<file path="src/rtl/spi_reg_pkg.sv">
// Shared types and constants for the SPI register-map slave.
// Imported by the front end and its synchroniser.
package spi_reg_pkg;

  typedef enum logic [1:0] {
    IDLE,
    CMD,
    DATA
  } state_t;

  localparam int CMD_WR_BIT = 7;
  localparam int BYTE_BITS = 8;
  localparam logic [7:0] ADDR_MASK = 8'h7F;

endpackage

</file>
<file path="src/rtl/spi_sync_edge.sv">
// Multi-flop synchroniser for one asynchronous pin,
// followed by single-clk rise/fall pulse generation.
module spi_sync_edge #(
  parameter int   STAGES  = 2,
  parameter logic RST_VAL = 1'b0
) (
  input  logic clk,
  input  logic rst_n,
  input  logic din,
  output logic sync,
  output logic rise,
  output logic fall
);

  logic [STAGES-1:0] chain;
  logic              prev;

  always_ff @(posedge clk) begin
    if (!rst_n) begin
      chain <= {STAGES{RST_VAL}};
      prev  <= RST_VAL;
    end else begin
      chain <= {chain[STAGES-2:0], din};
      prev  <= chain[STAGES-1];
    end
  end

  assign sync = chain[STAGES-1];
  assign rise = sync & ~prev;
  assign fall = ~sync & prev;

endmodule

</file>
<file path="src/rtl/spi_reg_slave.sv">
// SPI mode-0 slave: command byte sets addr and direction,
// data bytes write via wr_stb and read back rd_data on MISO.
module spi_reg_slave #(
  parameter int SYNC_STAGES = 2,
  parameter bit AUTO_INC    = 1'b1
) (
  input  logic       clk,
  input  logic       rst_n,
  input  logic       sck,
  input  logic       cs_n,
  input  logic       mosi_in,
  output logic       miso,
  output logic       miso_oe,
  input  logic [7:0] rd_data,
  output logic [7:0] addr,
  output logic [7:0] mosi,
  output logic       wr_stb,
  output logic       rd_stb,
  output logic       busy
);

  import spi_reg_pkg::*;

  localparam int FW = $clog2(SYNC_STAGES + 1);
  localparam logic [FW-1:0] FLUSH = FW'(SYNC_STAGES);
  localparam logic [2:0] LAST = 3'(BYTE_BITS - 1);

  logic sck_lvl, sck_rise, sck_fall;
  logic cs_lvl, cs_rise, cs_fall;
  logic [SYNC_STAGES-1:0] mosi_chain;
  logic mosi_s;
  logic [FW-1:0] flush;
  logic armed;

  state_t state_q, state_d;
  logic [2:0] cnt_q, cnt_d;
  logic [6:0] rx_q, rx_d;
  logic [7:0] rx_nxt;
  logic [7:0] tx_q, tx_d;
  logic [7:0] addr_d, mosi_d;
  logic wrm_q, wrm_d;
  logic wr_d, rd_d;
  logic inc_q, inc_d;

  spi_sync_edge #(
    .STAGES (SYNC_STAGES),
    .RST_VAL(1'b0)
  ) u_sck (
    .clk  (clk),
    .rst_n(rst_n),
    .din  (sck),
    .sync (sck_lvl),
    .rise (sck_rise),
    .fall (sck_fall)
  );

  spi_sync_edge #(
    .STAGES (SYNC_STAGES),
    .RST_VAL(1'b1)
  ) u_cs (
    .clk  (clk),
    .rst_n(rst_n),
    .din  (cs_n),
    .sync (cs_lvl),
    .rise (cs_rise),
    .fall (cs_fall)
  );

  assign mosi_s = mosi_chain[SYNC_STAGES-1];

  // A frame may only start from a bus seen idle after reset,
  // so a select held low across reset is never resumed.
  always_ff @(posedge clk) begin
    if (!rst_n) begin
      mosi_chain <= '0;
      flush      <= '0;
      armed      <= 1'b0;
    end else begin
      mosi_chain <= {mosi_chain[SYNC_STAGES-2:0], mosi_in};
      if (flush != FLUSH)
        flush <= flush + FW'(1);
      if (flush == FLUSH && cs_lvl && !sck_lvl)
        armed <= 1'b1;
    end
  end

  always_ff @(posedge clk) begin
    if (!rst_n) begin
      state_q <= IDLE;
      cnt_q   <= '0;
      rx_q    <= '0;
      tx_q    <= '0;
      addr    <= '0;
      mosi    <= '0;
      wrm_q   <= 1'b0;
      wr_stb  <= 1'b0;
      rd_stb  <= 1'b0;
      inc_q   <= 1'b0;
    end else begin
      state_q <= state_d;
      cnt_q   <= cnt_d;
      rx_q    <= rx_d;
      tx_q    <= tx_d;
      addr    <= addr_d;
      mosi    <= mosi_d;
      wrm_q   <= wrm_d;
      wr_stb  <= wr_d;
      rd_stb  <= rd_d;
      inc_q   <= inc_d;
    end
  end

  always_comb begin
    state_d = state_q;
    cnt_d   = cnt_q;
    rx_d    = rx_q;
    tx_d    = tx_q;
    addr_d  = addr;
    mosi_d  = mosi;
    wrm_d   = wrm_q;
    wr_d    = 1'b0;
    rd_d    = 1'b0;
    inc_d   = 1'b0;
    rx_nxt  = {rx_q, mosi_s};
    // increment lands the clk after the write slot
    if (inc_q)
      addr_d = (addr + 8'd1) & ADDR_MASK;
    if (cs_rise) begin
      state_d = IDLE;
      cnt_d   = '0;
    end else begin
      unique case (state_q)
        IDLE: begin
          if (cs_fall && armed) begin
            state_d = CMD;
            cnt_d   = '0;
            rx_d    = '0;
            tx_d    = '0;
          end
        end
        CMD: begin
          if (sck_rise) begin
            rx_d  = rx_nxt[6:0];
            cnt_d = cnt_q + 3'd1;
            if (cnt_q == LAST) begin
              state_d = DATA;
              cnt_d   = '0;
              addr_d  = rx_nxt & ADDR_MASK;
              wrm_d   = rx_nxt[CMD_WR_BIT];
            end
          end
        end
        DATA: begin
          if (sck_fall) begin
            if (cnt_q == '0) begin
              tx_d = rd_data;
              rd_d = 1'b1;
            end else begin
              tx_d = {tx_q[6:0], 1'b0};
            end
          end
          if (sck_rise) begin
            rx_d  = rx_nxt[6:0];
            cnt_d = cnt_q + 3'd1;
            if (cnt_q == LAST) begin
              cnt_d = '0;
              inc_d = AUTO_INC;
              if (wrm_q) begin
                mosi_d = rx_nxt;
                wr_d   = 1'b1;
              end
            end
          end
        end
        default: state_d = IDLE;
      endcase
    end
  end

  assign miso    = tx_q[7];
  assign busy    = (state_q != IDLE);
  assign miso_oe = busy;

endmodule

</file>
<file path="config.mk">
export PLATFORM = sky130hd
export DESIGN_NAME = spi_reg_slave
export DESIGN_NICKNAME = d
export VERILOG_FILES = /design/src/rtl/spi_reg_pkg.sv /design/src/rtl/spi_sync_edge.sv /design/src/rtl/spi_reg_slave.sv
export SDC_FILE = /design/constraint.sdc
export NUM_CORES = 1
export LEC_CHECK = 0
export CORE_MARGIN = 2
export CORE_UTILIZATION = 57
export CTS_CLUSTER_SIZE = 40
export DETAILED_ROUTE_END_ITERATION = 8
export PLACE_DENSITY = 0.8
export SLEW_MARGIN = 20
export SYNTH_ARGS = -nofsm -noshare
export SYNTH_HDL_FRONTEND = slang
export SYNTH_SLANG_ARGS = --single-unit
</file>
<file path="constraint.sdc">
create_clock -name clk -period 3.8 [get_ports clk]
set_input_delay 1.14 -clock clk [delete_from_list [all_inputs] [get_ports clk]]
set_output_delay 1.14 -clock clk [all_outputs]
set_load 0.03 [all_outputs]
</file>
-- Word-level counts from Yosys, hierarchy flattened
Cells that the tools add are included.
- register bits after elaboration: 51
- bits in latches: 0
- memory bits (writable): 0
- word-level logic and storage cells: 87
- memory bits (read-only): 0
- output and inout bits: 21
- memories kept: 0
- equality and inequality tests: 10
- div/mod/pow operators: 0
- order comparisons: 0
- $mul: 0
- add/subtract/negate cells: 3
- bitwise gates (word level): 14
- reduce and logical (&&, ||, !) cells: 20
- shift-type cells: 0
- multiplexer cells: 23
- operators by type and width (cell ; count):
    2-to-1 mux 8 bit ; 8
    case mux 8 bit (2 select lines) ; 1
    AND reduction 4 bit ; 4
    2-to-1 mux 7 bit ; 2
    case mux 7 bit (2 select lines) ; 1
    inequality test 2 bit (second input constant) ; 5
    NOT 1 bit ; 10
    2-to-1 mux 3 bit ; 3
    OR reduction 4 bit ; 2
    adder 7 x 1 -> 7 bit (second input constant) ; 1
    2-to-1 mux 2 bit ; 3
    case mux 2 bit (3 select lines) ; 1
    case mux 3 bit (2 select lines) ; 1
    nonzero test 2 bit ; 3
    AND reduction 5 bit ; 1
    OR reduction 5 bit ; 1
    AND 1 bit ; 4
    equality test 2 bit (second input constant) ; 2
    OR reduction 2 bit ; 2
    adder 3 x 1 -> 3 bit (second input constant) ; 1
    equality test 3 bit (second input constant) ; 1
    logical AND 1 bit ; 3
    logical NOT 3 bit ; 1
    2-to-1 mux 1 bit ; 3
    6 further kinds ; 6

-- Longest topological paths before layout
- depth in word-level cells: 6
- depth in mapped cells: 8
- mapped depth without buffers: 6

-- Modules after synthesis
From an unflattened synthesis, not the netlist that was laid out.
- cells, all modules: 240
- area total of the unflattened synthesis: 2233.4 um^2
- modules (own cells, without submodules) (module ; cells each ; area each (um^2) ; instances ; seq. area each (um^2)):
    spi_reg_slave ; 224 ; 2050.7 ; 1 ; 900.9
    spi_sync_edge ; 8 ; 91.3 ; 2 ; 60.1

-- Least setup slack after synthesis
OpenSTA, ideal clock, no wires.
- path type: register to output
- start point: reg state_q[0]
- end point: out miso_oe
- slack: 1578 ps
- required time: 2660 ps
- cell stages (with the launch flop): 5
- buffers on the path: 1
- data arrival time: 1082 ps
- cells stage by stage: dfxtp_1 > inv_1 > ha_1 > inv_1 > buf_4
- cells in the longest elaborated chain, start to end: 1
- ends and longest elaborated chain (what ; RTL line ; text):
    from (decl) ; spi_reg_slave.sv:35 ; state_t state_q, state_d;
    from (signal assigned) ; spi_reg_slave.sv:100 ; state_q <= state_d;
    nonzero test 2 bit ; spi_reg_slave.sv:181 ; assign busy = (state_q != IDLE);
    to (decl) ; spi_reg_slave.sv:13 ; output logic miso_oe,
No other way between the ends.

-- Worst setup path in the final report
Same ends and word-level chain as after synthesis.

==> impl_table.tex <==
\begin{tabular}{lr}
\hline
Metric & Value \\
\hline
\multicolumn{2}{l}{\textbf{Floorplan}} \\
Number of top-level design ports & 34 \\
Site row count & 22 \\
Initial core utilization & 60.6\% \\
Core outline area & 3740 um\^{}2 \\
Vert. Die Dim & 67.1 um \\
Area of the die & 4500 um\^{}2 \\
DIE WIDTH & 67.1 um \\
\multicolumn{2}{l}{\textbf{Hold path}} \\
Min-Delay Path Class & reg -> reg \\
Worst hold endpoint & u\_cs.chain[1] \\
Hold path start & u\_cs.chain[0] \\
Hold Path Stages & 1 \\
\multicolumn{2}{l}{\textbf{Synth}} \\
Post-synthesis cell area & 2270 um\^{}2 \\
Share of synthesized registers carrying an async set or reset & 0\% \\
Synthesized instance count & 233 \\
Fraction of the mapped netlist area in compound gates & 5.57\% \\
Post-synthesis average cell area & 9.74 um\^{}2 \\
Area fraction in and, or, nand and nor cells after synthesis & 21.1\% \\
Synthesized netlist net count & 254 \\
Largest family of logic cells by synthesized area & simple AND/OR/NAND/NOR gates \\
Register bit total from synthesis & 51 \\
Number of flops mapped to enable cells by yosys & 0 \\
Cell variety after synth & 34 \\
Leading register cell type out of synthesis & dfxtp\_1 \\
Synth Area in Adders & 4.41\% \\
Yosys synthesis warning count & 0 \\
Register area share after synthesis & 45.0\% \\
Post-synthesis share of cell area spent on xor and xnor gates & 2.70\% \\
Mux contribution to synthesized area & 16.3\% \\
\multicolumn{2}{l}{\textbf{Clocking}} \\
Maximum level of the CTS H-tree & 2 \\
Setup bufs post-CTS & 0 \\
\# resized after CTS & 0 \\
Clock transition at the register clock pins on the worst setup and hold paths after CTS & 80 ps \\
Hold\_buf cts & 0 \\
Clock tree buffer depth & 2 \\
Clock tree from TritonCTS & done \\
Num CTS Buffers & 5 \\
Clock insertion delay at the later pin of the skew report & 300 ps \\
CTS root buf & clkbuf\_8 \\
Number of sinks on the clock net & 51 \\
\multicolumn{2}{l}{\textbf{Cells and area}} \\
Post-synthesis to final-layout area growth & 17.0\% \\
Leading cell type in the layout, fill and taps excluded & dfxtp\_1 \\
Post-route design area & 2650 um\^{}2 \\
Nets@finish & 280 \\
Sequential cell area & 1020 um\^{}2 \\
Utilization after layout & 70.9\% \\
Layout cells sized above 1 & 7.36\% \\
Number of filler instances in the final layout & 307 \\
Post-Layout Cell Count & 306 \\
Antenna Diode Count & 0 \\
Multi-input logic area & 1140 um\^{}2 \\
Commonest cells after routing, fill and taps aside & dfxtp\_1 (51), clkdlybuf4s50\_1 (32), mux2i\_1 (28), nand2\_1 (26), nand3\_1 (15) \\
\multicolumn{2}{l}{\textbf{Timing}} \\
Max\_slew headroom & 50.6\% \\
Post-route worst setup slack & 909 ps \\
Final critical delay including setup and external delays & 2890 ps \\
Final Setup Violations & 0 \\
Fin Setup TNS & 0 ps \\
Worst slew pin tran & 742 ps \\
Final hold slack & 417 ps \\
Fin. max-slew vios & 0 \\
Maximum clock skew at final layout & 9.63 ps \\
RSZ-0062 raised after global routing & no \\
Final cycle utilization of the critical path & 76.1\% \\
Final Hold Vio Count & 0 \\
Highest Clock Rate & 0.346 GHz \\
\multicolumn{2}{l}{\textbf{Placement}} \\
Cell count after placement & 300 \\
Placed inst area & 2580 um\^{}2 \\
Dpl hpwl & 2780 um \\
Placer's final routability congestion estimate & 0.788 \\
Buffers on Ports & 33 \\
Setup slack at placement & 1220 ps \\
\multicolumn{2}{l}{\textbf{Global routing}} \\
GRT busiest layer & met2 \\
Global routing usage on met3 & 4.05\% \\
Global routing met1 resource utilization & 25.7\% \\
GRT Resource Usage Total & 19.4\% \\
Pin count of the biggest net entering global routing & 52 \\
Wire length of the first global-routing pass & 6600 um \\
Number of global-route vias before repair & 1490 \\
Number of antenna violations at the first check in global routing & 0 \\
Met2 layer usage reported by global route & 30.3\% \\
Sum of overflow across all layers after global routing & 0 \\
\multicolumn{2}{l}{\textbf{Setup path}} \\
Endpoint of the worst-slack reg-to-reg timing path & cnt\_q[1] \\
Worst path top cell family by delay & buffers and inverters \\
Cells on worst reg2reg path & 6 \\
Kind of launch point of the worst setup path & flip-flop \\
Worst-case register-to-register setup slack & 1800 ps \\
Required time at the endpoint of the critical path & 2660 ps \\
Reg-to-Reg Start & state\_q[0] \\
Max stage delay cell, worst path & clkdlybuf4s50\_1 \\
Arrival time at the worst endpoint & 1750 ps \\
Crit path cell chain & inv\_1 -> ha\_1 -> inv\_1 -> clkdlybuf4s50\_1 \\
CP endpoint kind & output port \\
Cell type with the highest occurrence count on the critical path & inv\_1 \\
WS Path Type & reg -> out \\
Critical path buffer and inverter count & 3 \\
Max stage delay on crit path & 670 ps \\
Maximum fanout count along the critical path & 6 \\
\multicolumn{2}{l}{\textbf{Power}} \\
Power per Cell Area & 392 nW/um\^{}2 \\
Peak supply drop & 205 uV \\
Static leakage power & 1.03 nW \\
Net Sw Frac & 26.1\% \\
Clock share of power & 27.0\% \\
Internal power of the cells & 0.769 mW \\
Switching component of the power & 0.272 mW \\
Post-layout total power & 1.04 mW \\
Sequential cell fraction of total power & 54.2\% \\
Power share of the combinational group & 18.8\% \\
\multicolumn{2}{l}{\textbf{Route}} \\
Post-detailed-route DRC marker count & 0 \\
Via count normalized by instance count & 5.25 \\
Wire length per cell & 12.8 um \\
Violation count after the first detailed-route iteration & 70 \\
Via count & 1607 \\
Detailed-route wire length & 3910 um \\
Pre-Repair DR Iteration Count & 3 \\
Post-route ant nets & 0 \\
\multicolumn{2}{l}{\textbf{Flow run}} \\
Max-Cap Viols & 0 \\
\multicolumn{2}{l}{\textbf{Run status}} \\
Result of the run & complete, no violations \\
\hline
\end{tabular}
[area by class of cell]
type | instances | area share (%)
clock buffers | 6 | 2.73
inverters | 6 | 0.849
multi-input cells | 160 | 42.9
flip-flops and latches | 51 | 38.5
well taps | 48 | 2.26
repair buffers | 35 | 12.8
[state kept, by name (all words and copies together), names as in the netlist]
| register | flops |
|---|---|
| addr | 8 |
| mosi | 8 |
| tx_q | 8 |
| rx_q | 7 |
| cnt_q | 3 |
| flush | 2 |
| mosi_chain | 2 |
| state_q | 2 |
| u_cs.chain | 2 |
| u_sck.chain | 2 |
| armed | 1 |
| inc_q | 1 |
| rd_stb | 1 |
| u_cs.prev | 1 |
| u_sck.prev | 1 |
| wr_stb | 1 |
| wrm_q | 1 |
[cells by family (layout without fill, tap and decap cells)]
family,after synthesis,count (layout)
and+or+nand+nor,90,90
DFF,51,51
muxes,36,36
buffers and inverters,22,47
AOI/OAI and AO/OA,19,19
adders and majority gates,8,8
xor gates and xnor gates,7,7
[per-layer routing]
| layer | wire length, um | share of wire, % |
|---|---|---|
| met5 | 0 | 0 |
| met2 | 1730 | 44 |
| met4 | 68 | 1.7 |
| met3 | 123 | 3.1 |
| met1 | 1980 | 51 |
[power by group through the flow]
stage          Combinational [mW]  Sequential [mW]  Clock (mW)
2_1_floorplan               0.157            0.574           0
5_1_grt                     0.213            0.567       0.312
3_3_place_gp                0.194            0.576           0
3_5_place_dp                0.196            0.577           0
4_1_cts                     0.197            0.564       0.290
6_report                    0.195            0.564       0.281
[worst max path at each step]
stage / startpoint / endpoint / depth (start not counted)
global placement: state_q[0] / busy / 4
detailed placement: state_q[0] / miso_oe / 4
global route: state_q[0] / busy / 4
finish: state_q[0] / miso_oe / 4
CTS: state_q[0] / miso_oe / 4
floorplan: state_q[0] / miso_oe / 4
[synth_stat cells, drive strengths merged, types with 2 or more instances]
library cell / count / area share, %
nor2: 10 / 1.7
mux2i: 28 / 12
o21ai: 7 / 1.5
dfxtp: 51 / 45
and2: 10 / 2.8
inv: 6 / 0.99
mux2: 8 / 4.0
xor2: 3 / 1.2
a21oi: 4 / 0.88
nand4: 3 / 0.83
o211a: 3 / 1.3
buf: 7 / 2.4
nand3: 15 / 3.3
ha: 8 / 4.4
nand3b: 5 / 2.2
nor3: 2 / 0.44
nand2: 26 / 4.3
nand2b: 5 / 1.4
clkbuf: 9 / 1.5
xnor2: 4 / 1.5
nor2b: 11 / 3.0
(Power assumes the default switching activity.)
